<file path="config.mk">
export PLATFORM = sky130hd
export DESIGN_NAME = shift_arbiter_ctrl
export DESIGN_NICKNAME = d
export VERILOG_FILES = /design/src/rtl/shift_arbiter_ctrl.sv
export SDC_FILE = /design/constraint.sdc
export NUM_CORES = 1
export LEC_CHECK = 0
export CORE_MARGIN = 2
export CORE_UTILIZATION = 28
export CTS_BUF_LIST = sky130_fd_sc_hd__clkbuf_16
export DETAILED_ROUTE_END_ITERATION = 6
export PLACE_DENSITY = 0.47
export SYNTH_ARGS = -nofsm -noshare
export SYNTH_HDL_FRONTEND = slang
export SYNTH_SLANG_ARGS = --single-unit
</file>
<file path="constraint.sdc">
create_clock -name clk -period 2.5 [get_ports clk]
set_input_delay 0.5 -clock clk [delete_from_list [all_inputs] [get_ports clk]]
set_output_delay 0.5 -clock clk [all_outputs]
set_load 0.1 [all_outputs]
</file>
<file path="src/rtl/shift_arbiter_ctrl.sv">
// Two-requester round-robin front end for a shared 16-bit logarithmic shifter.
// Optional sign-filling right shifts are enabled by defining SHIFT_ARITH_EN.
module shift_arbiter_ctrl #(
  parameter int unsigned WIDTH = 16,
  parameter int unsigned SHW   = 4
) (
  input  logic             clk,
  input  logic             rst_n,
  input  logic             req0_valid,
  output logic             req0_ready,
  input  logic [WIDTH-1:0] req0_data,
  input  logic [SHW-1:0]   req0_shamt,
  input  logic             req0_left,
  input  logic             req0_arith,
  input  logic             req1_valid,
  output logic             req1_ready,
  input  logic [WIDTH-1:0] req1_data,
  input  logic [SHW-1:0]   req1_shamt,
  input  logic             req1_left,
  input  logic             req1_arith,
  output logic             res_valid,
  input  logic             res_ready,
  output logic [WIDTH-1:0] res_data,
  output logic             res_id,
  output logic             busy
);

  localparam int unsigned STEPW = (SHW > 1) ? $clog2(SHW) : 1;

  typedef enum logic [1:0] {
    IDLE  = 2'd0,
    SHIFT = 2'd1,
    DONE  = 2'd2
  } state_t;

  // Operation attributes captured on the accept edge.
  typedef struct packed {
    logic           id;
    logic           left;
    logic           fill;
    logic [SHW-1:0] shamt;
  } op_t;

  state_t           state_q, state_d;
  logic [STEPW-1:0] step_q, step_d;
  logic             prio_q, prio_d;
  op_t              op_q, op_d;
  logic [WIDTH-1:0] work_q, work_d;
  logic             res_valid_q, res_valid_d;
  logic [WIDTH-1:0] res_data_q, res_data_d;
  logic             res_id_q, res_id_d;
  logic             busy_q, busy_d;

  logic             grant0, grant1;
  logic             fill_new;
  logic [SHW-1:0]   stage_amt;
  logic [WIDTH-1:0] stage_mask;
  logic [WIDTH-1:0] stage_out;

  // Round-robin grant; readies stay low while reset is asserted.
  always_comb begin
    grant0 = 1'b0;
    grant1 = 1'b0;
    if (state_q == IDLE && rst_n) begin
      grant1 = req1_valid && (!req0_valid || prio_q);
      grant0 = req0_valid && !grant1;
    end
  end

  assign req0_ready = grant0;
  assign req1_ready = grant1;

`ifdef SHIFT_ARITH_EN
  // Sign fill decided once at accept: right shift, arith requested, negative operand.
  assign fill_new = grant1 ? (!req1_left && req1_arith && req1_data[WIDTH-1])
                           : (!req0_left && req0_arith && req0_data[WIDTH-1]);
`else
  logic unused_arith;
  assign fill_new     = 1'b0;
  assign unused_arith = req0_arith ^ req1_arith;
`endif

  // One log stage: shift by 2^step when the matching shamt bit is set.
  always_comb begin
    stage_amt  = SHW'(1) << step_q;
    stage_mask = ~({WIDTH{1'b1}} >> stage_amt);
    stage_out  = work_q;
    if (op_q.shamt[step_q]) begin
      if (op_q.left) stage_out = work_q << stage_amt;
      else           stage_out = (work_q >> stage_amt) | (op_q.fill ? stage_mask : '0);
    end
  end

  always_comb begin
    state_d     = state_q;
    step_d      = step_q;
    prio_d      = prio_q;
    op_d        = op_q;
    work_d      = work_q;
    res_valid_d = res_valid_q;
    res_data_d  = res_data_q;
    res_id_d    = res_id_q;
    busy_d      = busy_q;
    case (state_q)
      IDLE: begin
        if (grant0 || grant1) begin
          op_d.id    = grant1;
          op_d.left  = grant1 ? req1_left  : req0_left;
          op_d.shamt = grant1 ? req1_shamt : req0_shamt;
          op_d.fill  = fill_new;
          work_d     = grant1 ? req1_data  : req0_data;
          step_d     = '0;
          prio_d     = grant0;
          busy_d     = 1'b1;
          state_d    = SHIFT;
        end
      end
      SHIFT: begin
        work_d = stage_out;
        step_d = step_q + STEPW'(1);
        if (step_q == STEPW'(SHW - 1)) begin
          step_d      = '0;
          res_data_d  = stage_out;
          res_id_d    = op_q.id;
          res_valid_d = 1'b1;
          state_d     = DONE;
        end
      end
      DONE: begin
        if (res_ready) begin
          res_valid_d = 1'b0;
          busy_d      = 1'b0;
          state_d     = IDLE;
        end
      end
      default: begin
        res_valid_d = 1'b0;
        busy_d      = 1'b0;
        state_d     = IDLE;
      end
    endcase
  end

  always_ff @(posedge clk or negedge rst_n) begin
    if (!rst_n) begin
      state_q     <= IDLE;
      step_q      <= '0;
      prio_q      <= 1'b0;
      op_q        <= '0;
      work_q      <= '0;
      res_valid_q <= 1'b0;
      res_data_q  <= '0;
      res_id_q    <= 1'b0;
      busy_q      <= 1'b0;
    end else begin
      state_q     <= state_d;
      step_q      <= step_d;
      prio_q      <= prio_d;
      op_q        <= op_d;
      work_q      <= work_d;
      res_valid_q <= res_valid_d;
      res_data_q  <= res_data_d;
      res_id_q    <= res_id_d;
      busy_q      <= busy_d;
    end
  end

  assign res_valid = res_valid_q;
  assign res_data  = res_data_q;
  assign res_id    = res_id_q;
  assign busy      = busy_q;

endmodule
</file>
==> flow_summary.yaml, run 1 <==
synthesis:
  synth_top_area_cell: "dfrtp_1"
  async_flop_share_pct: 100
  synthCells: 438
  yosys-top-cells-area: "dfrtp_1 (29%), mux4_2 (9.5%), mux2i_1 (7.7%)"
  yosys_warnings: 0
  ys_seq_area_share_pct: 28.5
  synth_enable_flop_cells: 0
  syn-num-nets: 493
  ys_ff_latch: 46
  ys.flop_type: "dfrtp_1"
  netlist_area_um2: 4040
  synth.top_cell.area_share_pct: 28.5
  synthDistinctLibCells: 58
  avgSynthCellArea_um2: 9.21
floorplan:
  chipWidth_um: 124
  die_area_um2: 15400
  initial_core_util_pct: 28.8
  core-area_um2: 14000
  io_pins: 70
  num_rows: 43
  fp.dieH_um: 124
clock_tree:
  cts_tree: "done"
  ctsRootBufferMaster: "clkbuf_16"
  ctsHoldBuffers: 0
  clk_latency_ps: 300
  cts.sinks: 46
  cts_buffers: 5
  htree_num_levels: 2
  postCtsSetupRepairBufs: 0
  path_clk_slew_ps: 70
  clockBufferDepth: 2
detailed_routing:
  routed_wl_um: 15700
  drcViolationCount: 0
  drtIter0Drc: 319
  wl_per_cell_um: 21.8
  ant_nets: 0
  drtPass1Iterations: 5
  avgViaCountPerCell: 5.57
  vias: 4012
timing:
  max_slew_margin_pct: 57.6
  worstMarginPinSlew_ps: 635
  clock.fmax_mhz: 411
  fin_worst_skew_ps: 4.53
  finalCritPeriodShare_pct: 97.3
  rsz0062_at_grt: "true"
  hold_violations: 0
  finalSetupViolCount: 0
  setup_slack_ps: 66.5
  slew_viol_final: 0
  fin_setup_tns_ps: 0
  fin_crit_ps: 2430
cells_and_area:
  diodes: 0
  final_net_count: 594
  syn2layout_area_growth_pct: 34.5
  drive_gt1_share_pct: 28.1
critical_path:
  cp.arrival_ps: 2610
  cp_max_fo: 12
  crit_path_end_kind: "flop"
  cp-start-kind: "flop"
  path_class: "reg2reg"
  cp.required_ps: 2670
job:
  max_cap_violations: 0
grt:
  overflow: 0
  grt_antenna_before_repair: 0
  gr-usage-all-layers_pct: 21.1
  grt_max_degree: 47
  grt_pass1_vias: 4021
  grt_pass1_wl_um: 24000
placement:
  gp_congestion: 0.971
  io_buffers: 67
  dp_hpwl_um: 11900
  dp_slack_ps: 19.2
worst_hold_path:
  hp-class: "in2async"
status:
  status: "finished, final reports clean"
cells by family after synthesis:
family	count (synthesis)	share of synthesized area (%)
buf+inv	50	6.98
flops	46	28.5
simple gates	138	15.0
mux	71	26.6
fa+ha+maj	6	1.86
compound gates	127	21.1
critical path: stages (launching register included):
cell,delay [ps]
dfrtp_1,380
inv_1,100
ha_2,200
buf_12,150
mux4_1,550
nand2_1,120
nor2_1,90
a2111oi_1,460
buf_4,180
o21ai_0,70
through the flow:
step	cell area (µm²)	hold slack, ps	std cells	utilization (%)
detailed placement	5220	461	712	37.3
global placement	5220	455	712	37.3
finish	5430	403	720	38.8
CTS	5390	460	720	38.5
floorplan	4040	204	438	-
global route	5430	456	720	38.8
flip-flops by register name (all words and copies together) (netlist names):
signal / cells
state_q: 2
busy: 1
step_q: 2
res_data: 16
res_valid: 1
work_q: 16
prio_q: 1
op_q: 6
res_id: 1
cell usage after synthesis, types with 3 or more instances:
cell type and number:
nand3_1 7, nand2b_1 7, o22ai_1 4, a221oi_1 3, o221ai_1 4, nand2_1 70
dfrtp_1 46, o21a_1 4, mux4_1 8, inv_1 5, buf_2 9, nor2b_1 4
mux4_2 17, o211ai_1 9, o31ai_1 3, a211oi_1 6, a21oi_1 29, ha_1 6
clkbuf_8 4, and3_1 7, mux2_2 15, clkinv_1 3, mux2i_1 31, buf_6 5
o21ai_0 30, nor2_1 34, o21ai_1 3, clkbuf_1 20, a31oi_1 8
placed cells by master (no fill, tap or decap), types with 7 or more instances in the layout:
master	synthesis	layout
and3_1	7	7
mux2i_1	31	28
mux2_2	15	15
clkdlybuf4s50_1	0	45
o211ai_1	9	9
a21oi_1	29	27
mux4_1	8	8
a31oi_1	8	8
nand2_1	70	70
nor2_1	34	34
buf_4	1	84
o21ai_0	30	28
dfrtp_1	46	46
nand2b_1	7	7
mux4_2	17	17
nand3_1	7	7
final cells by class:
class,instances,area [µm²]
timing repair buffer,136,1210
sequential,46,1150
tap,180,225
inverter,8,30.0
multi-input combinational,342,2650
fill,1434,8560
clock inverter,3,41.3
clock buffer,5,125
what timing repair did:
item / 4_1_cts / 5_1_grt
endpoints found under the hold margin: 0 / 0
pin swaps: 0 / 3
endpoints found under the setup margin: 1 / 20
resized for setup: 1 / 12
layer usage:
metal  track usage, %  part of all wire (%)  vias up
li1                 -                     -     1844
met1             29.1                    44     1971
met2             33.3                    47      173
met3             4.44                   7.3       24
met4             6.25                   2.1        0
met5                0                     0        -
path summary, 6_finish.rpt:
check | start | to | slack (ps) | depth (start not counted)
min | rst_n | res_data[12] | 400 | 2
max in group asynchronous | rst_n | work_q[11] | 1650 | 2
min in group clk | op_q[6] | res_id | 480 | 2
max | step_q[1] | work_q[11] | 70 | 9
max reg2reg | step_q[1] | work_q[11] | 70 | 9
min reg2reg | op_q[6] | res_id | 480 | 2
Power of run 1 is not shown: default switching activity piles up to over one toggle a cycle in this logic, so the estimate is an artifact.
==> inputs of run 2 (changes only) <==
--- a/config.mk
+++ b/config.mk
@@ -5,11 +5,13 @@
 export SDC_FILE = /design/constraint.sdc
 export NUM_CORES = 1
 export LEC_CHECK = 0
+export ABC_AREA = 1
 export CORE_MARGIN = 2
 export CORE_UTILIZATION = 28
 export CTS_BUF_LIST = sky130_fd_sc_hd__clkbuf_16
 export DETAILED_ROUTE_END_ITERATION = 6
-export PLACE_DENSITY = 0.47
+export GPL_ROUTABILITY_DRIVEN = 0
+export PLACE_DENSITY = 0.48
 export SYNTH_ARGS = -nofsm -noshare
 export SYNTH_HDL_FRONTEND = slang
 export SYNTH_SLANG_ARGS = --single-unit
==> run 2 against run 1 <==
The run now ends with design-rule violations left; core utilization is 2.6 points lower; highest routed layer unchanged; flip-flop and latch count unchanged; hold slack lost 73 ps; wire length decreased by 14%; critical endpoint is now res_data[11]; final area decreased by 11%; synthesized area shrank 5.4%; register-to-register slack better by 180 ps; synthesized cell count increased by 46%; sequential share of layout area increased by 2.7 points; critical path type unchanged; global-route usage down 1.7 points.
==> flow_summary.yaml, run 2 <==
timing:
  finalSetupViolCount: 0
  worstMarginPinSlew_ps: 596
  fin_setup_tns_ps: 0
  fin_crit_ps: 2250
  fin_worst_skew_ps: 12.7
  hold_violations: 0
  finalCritPeriodShare_pct: 90.1
  clock.fmax_mhz: 444
  slew_viol_final: 0
  max_slew_margin_pct: 60.3
  rsz0062_at_grt: "false"
clock_tree:
  path_clk_slew_ps: 80
  ctsHoldBuffers: 0
  cts_buffers: 5
  cts.sinks: 46
  cts_resized: 0
  cts_tree: "done"
  ctsRootBufferMaster: "clkbuf_16"
  htree_num_levels: 2
  postCtsSetupRepairBufs: 0
  clockBufferDepth: 2
  clk_latency_ps: 300
critical_path:
  reg2reg_from: "step_q[0]"
  crit_start: "step_q[0]"
  cp.arrival_ps: 2490
  cp.required_ps: 2730
  r2r_slack_ps: 250
  rr_endpoint: "res_data[11]"
  path_class: "reg2reg"
  path_delay_family: "simple AND/OR/NAND/NOR gates"
  critPathSlowestCell: "dfrtp_1"
  cp_max_fo: 14
  cp-start-kind: "flop"
  crit_path_end_kind: "flop"
  slowest_delay_ps: 470
  crit_chain: "inv_1, ha_1, inv_1, nand2_1, nand3_1, nand3_1, nor2_1, nor2_1, nand3_1, nand3_1, nand2_1"
  crit_top_cell: "nand3_1"
  reg2reg_depth: 11
  path_buf_inv: 2
placement:
  io_buffers: 67
  dp.cells: 866
  dpl-instance-area_um2: 4650
  dp_hpwl_um: 10400
floorplan:
  core-area_um2: 13300
  die_area_um2: 14600
  fp.dieH_um: 121
  num_rows: 42
  io_pins: 70
  initial_core_util_pct: 28.7
  chipWidth_um: 121
synthesis:
  synth_top_area_cell: "dfrtp_1"
  synthCells: 639
  yosysMostFrequentCell: "nand2_1"
  avgSynthCellArea_um2: 5.97
  ys_ff_latch: 46
  synth.top_cell.area_share_pct: 30.2
  ys.flop_type: "dfrtp_1"
  async_flop_share_pct: 100
  ys_seq_area_share_pct: 30.2
  synth_common_cells: "nand2_1 (246), nand3_1 (132), inv_1 (55)"
  netlist_area_um2: 3820
  yosys_warnings: 0
  syn-num-nets: 694
  yosys-top-cells-area: "dfrtp_1 (30%), nand2_1 (24%), nand3_1 (17%)"
  synthDistinctLibCells: 30
  synth_enable_flop_cells: 0
grt:
  grt_pass1_vias: 4313
  grt_max_degree: 47
  overflow: 0
  gr-usage-all-layers_pct: 19.5
  grt_pass1_wl_um: 22200
  grt_antenna_before_repair: 0
cells_and_area:
  syn2layout_area_growth_pct: 26.0
  layout_commonest_cell: "nand2_1"
  final_net_count: 752
  final_cell_mix: "nand2_1 (246), nand3_1 (132), inv_1 (55)"
  stdcell_count: 874
  design_area_um2: 4810
  drive_gt1_share_pct: 8.60
  diodes: 0
status:
  status: "finished, violations left"
  violations: "design-rule violations"
detailed_routing:
  drcViolationCount: 1
  drtIter0Drc: 366
  ant_nets: 0
  drtPass1Iterations: 7
  wl_per_cell_um: 15.5
  avgViaCountPerCell: 5.11
  vias: 4463
  routed_wl_um: 13600
worst_hold_path:
  hp-class: "in2async"
job:
  max_cap_violations: 0
-- run 2: cell types whose count changed after synthesis, moves of 10 or more --
cell      delta
mux2i_1     -31
nand3_1    +125
mux4_2      -17
inv_1       +50
o21ai_1     +18
a21oi_1     -28
clkbuf_1    -10
nand2_1    +176
mux2_2      -15
or2_1       +12
-- run 2: cell type report --
type,instances,area (µm²)
fillers,1499,8490
clock buffers,5,125
inverters,61,230
well taps,176,220
flip-flops and latches,46,1150
clock inverters,3,28.8
multi-input cells,499,2270
repair buffers,84,778
-- run 2: worst max path at each step --
stage                              end  slack, ps  depth (start not counted)
after floorplan             req0_ready        430                          3
after global placement      work_q[15]        230                          8
after detailed placement  res_data[11]        240                         11
after CTS                 res_data[11]        220                         11
after global routing      res_data[11]          9                         11
final                     res_data[11]        250                         11
-- run 2: cells by family after synthesis --
logic type / after synthesis / share of synthesized area, %
AND/OR/NAND/NOR: 441 / 50.4
buffers and inverters: 94 / 10.3
AO/OA/AOI/OAI: 52 / 7.21
flip-flops: 46 / 30.2
adder cells (fa/ha/maj): 6 / 1.97
-- run 2: metrics by stage --
| step | hold slack (ps) | setup WS, ps | utilization, % |
|---|---|---|---|
| finish | 330 | 248 | 36.2 |
| global route | 387 | 8.58 | 36.2 |
| CTS | 360 | 220 | 36.2 |
| detailed placement | 467 | 243 | 35.0 |
| global placement | 468 | 231 | 35.0 |
| floorplan | 204 | 428 | - |
-- run 2: per-layer routing --
layer  global-route usage [%]  up-vias  wire [µm]
met4                     7.41        0        447
met2                     32.0      163       6290
met5                        0        -          0
met1                     25.9     2100       6060
li1                         -     2174          -
met3                     2.74       26        757
Power of run 2 is left out for the same reason.
